===== src/rtl/key_seq_detector_pkg.sv =====
// Shared defaults and helpers for the key-driven serial sequence detector.
package key_seq_detector_pkg;

    localparam int         DEF_DEBOUNCE_CYCLES = 1_000_000;  // 20 ms at 50 MHz
    localparam int         DEF_PATTERN_W       = 8;
    localparam logic [7:0] DEF_PATTERN         = 8'b1101_0101;
    localparam int         DEF_LED_HOLD_CYCLES = 25_000_000;
    localparam int         DEF_CNT_W           = 8;

    // Width needed to hold a progress value in 0..pattern_w.
    function automatic int sc_width(input int pattern_w);
        return $clog2(pattern_w + 1);
    endfunction

endpackage


===== src/rtl/key_seq_detector_if.sv =====
// Board-side bundle: raw key/switch pins in, debounce/progress/match status out.
interface key_seq_detector_if
    import key_seq_detector_pkg::*;
#(
    parameter int PATTERN_W = DEF_PATTERN_W,
    parameter int CNT_W     = DEF_CNT_W
);
    localparam int SC_W = sc_width(PATTERN_W);

    logic             key;
    logic             sw;
    logic             key_stable;
    logic             bit_valid;
    logic [SC_W-1:0]  state_count;
    logic             match;
    logic [CNT_W-1:0] match_cnt;
    logic             led;

    modport master (
        output key, sw,
        input  key_stable, bit_valid, state_count, match, match_cnt, led
    );

    modport slave (
        input  key, sw,
        output key_stable, bit_valid, state_count, match, match_cnt, led
    );
endinterface


===== src/rtl/key_seq_detector_debounce.sv =====
// Push-button front end: 2-flop synchroniser, stable-level debounce counter
// and a one-cycle pulse in the cycle after the debounced level falls.
module key_debounce
    import key_seq_detector_pkg::*;
#(
    parameter int DEBOUNCE_CYCLES = DEF_DEBOUNCE_CYCLES
) (
    input  logic clk,
    input  logic rst_n,
    input  logic key_in,
    output logic key_stable,
    output logic fall_pulse
);
    localparam int CW = (DEBOUNCE_CYCLES > 1) ? $clog2(DEBOUNCE_CYCLES) : 1;

    logic [1:0]    r_sync;
    logic          r_stable;
    logic          r_stable_d;
    logic          r_fall;
    logic [CW-1:0] r_cnt;
    logic          w_key;

    assign w_key = r_sync[1];

    // Bring the asynchronous key into clk; idle level (released) is 1.
    always_ff @(posedge clk) begin
        if (!rst_n) r_sync <= 2'b11;
        else        r_sync <= {r_sync[0], key_in};
    end

    // Accept a new level only after it has differed for DEBOUNCE_CYCLES cycles.
    always_ff @(posedge clk) begin
        if (!rst_n) begin
            r_cnt    <= '0;
            r_stable <= 1'b1;
        end else if (w_key != r_stable) begin
            if (r_cnt == CW'(DEBOUNCE_CYCLES - 1)) begin
                r_stable <= w_key;
                r_cnt    <= '0;
            end else begin
                r_cnt <= r_cnt + 1'b1;
            end
        end else begin
            r_cnt <= '0;
        end
    end

    // Registered press detect: pulse lands one cycle after key_stable falls.
    always_ff @(posedge clk) begin
        if (!rst_n) begin
            r_stable_d <= 1'b1;
            r_fall     <= 1'b0;
        end else begin
            r_stable_d <= r_stable;
            r_fall     <= r_stable_d & ~r_stable;
        end
    end

    assign key_stable = r_stable;
    assign fall_pulse = r_fall;
endmodule


===== src/rtl/key_seq_detector.sv =====
// Serial sequence detector: each debounced press shifts the switch level into
// a history, progress is the longest history suffix equal to a pattern prefix.
module key_seq_detector
    import key_seq_detector_pkg::*;
#(
    parameter int                   DEBOUNCE_CYCLES = DEF_DEBOUNCE_CYCLES,
    parameter int                   PATTERN_W       = DEF_PATTERN_W,
    parameter logic [PATTERN_W-1:0] PATTERN         = PATTERN_W'(DEF_PATTERN),
    parameter int                   OVERLAP         = 1,
    parameter int                   LED_HOLD_CYCLES = DEF_LED_HOLD_CYCLES,
    parameter int                   CNT_W           = DEF_CNT_W
) (
    input  logic               clk,
    input  logic               rst_n,
    key_seq_detector_if.slave  bus
);
    localparam int SC_W   = sc_width(PATTERN_W);
    localparam int HOLD_W = (LED_HOLD_CYCLES > 0) ? $clog2(LED_HOLD_CYCLES + 1) : 1;

    logic [1:0]           r_sw_sync;
    logic                 w_sw;
    logic                 w_key_stable;
    logic                 w_bit_valid;
    logic [PATTERN_W-1:0] r_hist;
    logic [PATTERN_W-1:0] w_hist_nx;
    logic [SC_W-1:0]      r_fill;
    logic [SC_W-1:0]      w_fill_nx;
    logic                 w_match_nx;
    logic [PATTERN_W:1]   w_hit;
    logic [SC_W-1:0]      w_sc;
    logic                 r_match;
    logic [CNT_W-1:0]     r_match_cnt;
    logic [HOLD_W-1:0]    r_hold;

    key_debounce #(.DEBOUNCE_CYCLES(DEBOUNCE_CYCLES)) u_key_debounce (
        .clk        (clk),
        .rst_n      (rst_n),
        .key_in     (bus.key),
        .key_stable (w_key_stable),
        .fall_pulse (w_bit_valid)
    );

    // Switch synchroniser; the data bit idles at 0.
    always_ff @(posedge clk) begin
        if (!rst_n) r_sw_sync <= 2'b00;
        else        r_sw_sync <= {r_sw_sync[0], bus.sw};
    end
    assign w_sw = r_sw_sync[1];

    // Post-shift history/fill and the full-pattern hit that they imply.
    always_comb begin
        w_hist_nx  = {r_hist[PATTERN_W-2:0], w_sw};
        w_fill_nx  = (r_fill == SC_W'(PATTERN_W)) ? r_fill : r_fill + 1'b1;
        w_match_nx = w_bit_valid && (w_hist_nx == PATTERN) &&
                     (w_fill_nx == SC_W'(PATTERN_W));
    end

    // Shift on each accepted press; non-overlap mode forgets the history on a hit.
    always_ff @(posedge clk) begin
        if (!rst_n) begin
            r_hist <= '0;
            r_fill <= '0;
        end else if (w_bit_valid) begin
            r_hist <= w_hist_nx;
            r_fill <= (w_match_nx && (OVERLAP == 0)) ? '0 : w_fill_nx;
        end
    end

    // One comparator per candidate prefix length; only filled bits may count.
    for (genvar L = 1; L <= PATTERN_W; L++) begin : g_pfx
        localparam logic [L-1:0] PFX = PATTERN[PATTERN_W-1 -: L];
        assign w_hit[L] = (r_fill >= SC_W'(L)) && (r_hist[L-1:0] == PFX);
    end

    // Progress is the longest matching prefix length.
    always_comb begin
        w_sc = '0;
        for (int l = 1; l <= PATTERN_W; l++) begin
            if (w_hit[l]) w_sc = SC_W'(l);
        end
    end

    // Match pulse, saturating match counter and retriggerable led hold timer.
    always_ff @(posedge clk) begin
        if (!rst_n) begin
            r_match     <= 1'b0;
            r_match_cnt <= '0;
            r_hold      <= '0;
        end else begin
            r_match <= w_match_nx;
            if (w_match_nx && (r_match_cnt != '1)) r_match_cnt <= r_match_cnt + 1'b1;
            if (w_match_nx)          r_hold <= HOLD_W'(LED_HOLD_CYCLES);
            else if (r_hold != '0)   r_hold <= r_hold - 1'b1;
        end
    end

    assign bus.key_stable  = w_key_stable;
    assign bus.bit_valid   = w_bit_valid;
    assign bus.state_count = w_sc;
    assign bus.match       = r_match;
    assign bus.match_cnt   = r_match_cnt;
    assign bus.led         = (LED_HOLD_CYCLES == 0) ? r_match : (r_hold != '0);
endmodule


===== src/flat_wrapper.sv =====
// flat-port wrapper written by rule: the top's interface ports become plain ports
module key_seq_detector_flat import key_seq_detector_pkg::*;
#(
    parameter int                   DEBOUNCE_CYCLES = DEF_DEBOUNCE_CYCLES,
    parameter int                   PATTERN_W       = DEF_PATTERN_W,
    parameter logic [PATTERN_W-1:0] PATTERN         = PATTERN_W'(DEF_PATTERN),
    parameter int                   OVERLAP         = 1,
    parameter int                   LED_HOLD_CYCLES = DEF_LED_HOLD_CYCLES,
    parameter int                   CNT_W           = DEF_CNT_W
)
  (clk, rst_n, bus_key, bus_sw, bus_key_stable, bus_bit_valid, bus_state_count, bus_match, bus_match_cnt, bus_led);
  key_seq_detector_if #(.PATTERN_W(PATTERN_W), .CNT_W(CNT_W)) bus_i ();
  input  logic clk;
  input  logic rst_n;
  input wire logic [$bits(bus_i.key)-1:0] bus_key;
  input wire logic [$bits(bus_i.sw)-1:0] bus_sw;
  output wire logic [$bits(bus_i.key_stable)-1:0] bus_key_stable;
  output wire logic [$bits(bus_i.bit_valid)-1:0] bus_bit_valid;
  output wire logic [$bits(bus_i.state_count)-1:0] bus_state_count;
  output wire logic [$bits(bus_i.match)-1:0] bus_match;
  output wire logic [$bits(bus_i.match_cnt)-1:0] bus_match_cnt;
  output wire logic [$bits(bus_i.led)-1:0] bus_led;
  assign bus_i.key = bus_key;
  assign bus_i.sw = bus_sw;
  assign bus_key_stable = bus_i.key_stable;
  assign bus_bit_valid = bus_i.bit_valid;
  assign bus_state_count = bus_i.state_count;
  assign bus_match = bus_i.match;
  assign bus_match_cnt = bus_i.match_cnt;
  assign bus_led = bus_i.led;
  key_seq_detector #(.DEBOUNCE_CYCLES(DEBOUNCE_CYCLES), .PATTERN_W(PATTERN_W), .PATTERN(PATTERN), .OVERLAP(OVERLAP), .LED_HOLD_CYCLES(LED_HOLD_CYCLES), .CNT_W(CNT_W)) u_core (.clk(clk), .rst_n(rst_n), .bus(bus_i));
endmodule

===== config.mk =====
export PLATFORM = sky130hd
export DESIGN_NAME = key_seq_detector_flat
export DESIGN_NICKNAME = d
export VERILOG_FILES = /design/src/rtl/key_seq_detector_pkg.sv /design/src/rtl/key_seq_detector_if.sv /design/src/rtl/key_seq_detector_debounce.sv /design/src/rtl/key_seq_detector.sv /design/src/flat_wrapper.sv
export SDC_FILE = /design/constraint.sdc
export NUM_CORES = 1
export LEC_CHECK = 0
export BUFFER_PORTS_ARGS = -buffer_cell sky130_fd_sc_hd__buf_2
export CAP_MARGIN = 10
export CORE_ASPECT_RATIO = 0.6
export CORE_MARGIN = 4
export CORE_UTILIZATION = 54
export CTS_CLUSTER_DIAMETER = 30
export CTS_CLUSTER_SIZE = 30
export DETAILED_ROUTE_END_ITERATION = 10
export HOLD_SLACK_MARGIN = 0.02
export PLACE_DENSITY_LB_ADDON = 0.2
export SLEW_MARGIN = 20
export SYNTH_ARGS = -nofsm -noshare
export SYNTH_HDL_FRONTEND = slang
export SYNTH_SLANG_ARGS = --single-unit

===== constraint.sdc =====
create_clock -name clk -period 4.6 [get_ports clk]
set_input_delay 0.92 -clock clk [delete_from_list [all_inputs] [get_ports clk]]
set_output_delay 0.92 -clock clk [all_outputs]
set_load 0.01 [all_outputs]

==> impl_metrics.py <==
metrics = {
    "global_routing": {
        "grt_pass1_vias": 2574,
        "grt_max_degree": 29,
        "grt_pass1_wl_um": 12800,
        "antenna_found_initial": 0,
        "grt_usage": 0.196,
        "grt_remaining_overflow": 0,
    },
    "critical_path": {
        "cpPeakStageDelay_ns": 0.72,
        "cp_cell_sequence": "or4_4 -> or4b_1 -> or2_2 -> buf_2",
        "critical_path_class": "flop to output port",
        "cp.arrival_ns": 2.55,
        "crit_slowest_cell": "or4b_1",
        "cp-end-kind": "output port",
        "worstPathMaxFanout": 9,
        "cp-start-kind": "flop",
        "required_ns": 3.68,
    },
    "cts": {
        "path_clk_slew_ns": 0.07,
        "cts_setup_buffers": 0,
        "insertion_delay_ns": 0.34,
        "cts_resized": 0,
        "cts_buffers": 9,
        "cts_tree": "yes",
        "cts_hold_buffers": 0,
        "root_buffer": "clkbuf_8",
        "clock_path_buffers": 2,
        "htreeDepth": 3,
        "clock_sinks": 73,
    },
    "placement": {
        "dp_cells": 491,
        "place_congestion": 0.850,
        "post_dp_cell_area_um2": 3660,
        "hpwl_um": 5220,
        "placement.io_buffers": 19,
        "pre_cts_ws_ns": 1.51,
    },
    "logic_synthesis": {
        "yosysWarnings": 0,
        "ys_seq_elements": 73,
        "synth_area_leaders": "dfxtp_1 (41%), nor2_1 (5.2%), mux2i_1 (4.2%), xnor2_1 (3.5%), xor2_1 (3.2%)",
        "synth.top_cell.area_share": 0.412,
        "async_flop_share": 0,
        "syn_area_um2": 3540,
        "yosysSeqAreaShare": 0.412,
        "synth_flop_cell": "dfxtp_1",
        "avgSynthCellArea_um2": 8.75,
        "synth_edf_count": 0,
        "synth_top_area_cell": "dfxtp_1",
        "synth_cells": 405,
        "synthesis.nets": 416,
        "yosys.cell_types.count": 58,
    },
    "sta": {
        "report.final.slew_viol_count": 0,
        "relSlewSlack": 0.501,
        "fin_crit_ns": 3.47,
        "fin_crit_sh": 0.753,
        "fin_worst_skew_ns": 0.00512,
        "finalWorstSetupSlack_ns": 1.13,
        "timing.fmax_mhz": 289,
        "setup_tns_ns": 0,
        "finalHoldViolCount": 0,
        "setup_viol": 0,
        "whs_ns": 0.413,
        "rsz0062_at_grt": "no",
        "tightest_slew_ns": 0.742,
    },
    "finish": {
        "fin_util": 0.610,
        "fin_cells": 504,
        "final_cell_mix": "dfxtp_1 (73), nor2_1 (49), nand2_1 (27)",
        "post-route-cell-area_um2": 3810,
        "layout-drive-gt1-share": 0.102,
        "n_antenna_cell": 0,
        "fin_nets": 429,
        "final_common_cell": "dfxtp_1",
        "area_growth_pct": 7.55,
    },
    "floorplanning": {
        "ios": 20,
        "row_count": 22,
        "die_x_um": 113,
        "start_util": 0.567,
        "core_area_um2": 6250,
        "fp.dieH_um": 70.8,
        "dieArea_um2": 7970,
    },
    "power": {
        "p_leak_nw": 1.44,
        "seq_power_share": 0.406,
        "irDropWorstVdd_mv": 0.349,
        "p_sw_mw": 0.798,
        "p_clk_frac": 0.204,
        "p_int_mw": 1.21,
        "p_comb_frac": 0.390,
        "pwr_density_cell_nw_per_um2": 526,
        "power_mw": 2.00,
        "p_sw_frac": 0.398,
    },
    "routing": {
        "drt_wl_total_um": 7370,
        "drt_iter0_drc": 224,
        "num_vias": 2883,
        "drc": 0,
        "detail-route-antenna-nets": 0,
        "via_per_inst": 5.72,
        "wire_per_inst_um": 14.6,
        "firstDrtPassIters": 5,
    },
    "hold_path": {
        "hp-class": "flop to flop",
    },
    "status": {
        "status": "finished clean",
    },
    "run": {
        "cap_violations": 0,
    },
}
[sequential cells by signal (all words and copies together), names as in the netlist, 2 cells and up]
name,flops
u_core.bus.match_cnt,8
u_core.r_sw_sync,2
u_core.u_key_debounce.r_sync,2
u_core.u_key_debounce.r_cnt,20
u_core.r_fill,4
u_core.r_hist,8
u_core.r_hold,25
[critical path: cells and delay by family, from the launching register on]
family	cells	cell delay, ns
DFF	1	0.37
and+or+nand+nor	3	1.69
buffers and inverters	1	0.14
[area by class of cell]
cell class	instances	area [um2]
repair buffers	19	95.1
clock inverters	1	5.00
clock buffers	12	145
multi-input cells	303	1960
fillers	527	2440
flip-flops and latches	73	1460
inverters	12	45.0
well taps	84	105
[layer usage]
layer  share of wire  wire length (um)  up-vias  GRT usage
li1                -                 -     1487          -
met1            0.57              4170     1291      0.326
met2            0.36              2630       96      0.235
met3           0.066               487        9     0.0530
met4           0.011                82        0     0.0573
met5               0                 0        -          0
[cells by family (layout without fill, tap and decap cells)]
family,after synthesis,after routing,share of synthesized area
buf+inv,29,44,0.0360
simple gates,184,184,0.281
mux,15,15,0.0424
xor+xnor,27,27,0.0667
compound gates,70,70,0.137
fa+ha+maj,7,7,0.0247
flops,73,73,0.412
[worst paths after layout]
| path | slack, ns | start | depth (start not counted) | to |
|---|---|---|---|---|
| max | 1.13 | u_core.r_hold[11]$_SDFFE_PN0P_ | 4 | bus_led |
| min | 0.41 | u_core.u_key_debounce.r_stable_d$_SDFF_PN1_ | 2 | u_core.u_key_debounce.fall_pulse$_SDFF_PN0_ |
| max reg2reg | 1.95 | u_core.r_hold[11]$_SDFFE_PN0P_ | 5 | u_core.r_hold[13]$_SDFFE_PN0P_ |
| min reg2reg | 0.41 | u_core.u_key_debounce.r_stable_d$_SDFF_PN1_ | 2 | u_core.u_key_debounce.fall_pulse$_SDFF_PN0_ |
[power groups by stage]
stage          combinational (mW)  sequential, mW  clock [mW]
2_1_floorplan               0.654           0.798           0
3_3_place_gp                0.735           0.816           0
3_5_place_dp                0.757           0.823           0
4_1_cts                     0.761           0.811       0.420
5_1_grt                     0.864           0.828       0.450
6_report                    0.781           0.814       0.409
[synthesized netlist by cell type, types with 11 or more instances]
cell / instances
dfxtp_1: 73
nor2_1: 49
nand2_1: 27
a21oi_1: 18
nand3_1: 18
mux2i_1: 15
xnor2_1: 14
o31ai_1: 13
xor2_1: 13
clkbuf_1: 11
inv_1: 11
nand2b_1: 11
No activity file was read; power rests on OpenSTA's default activity.
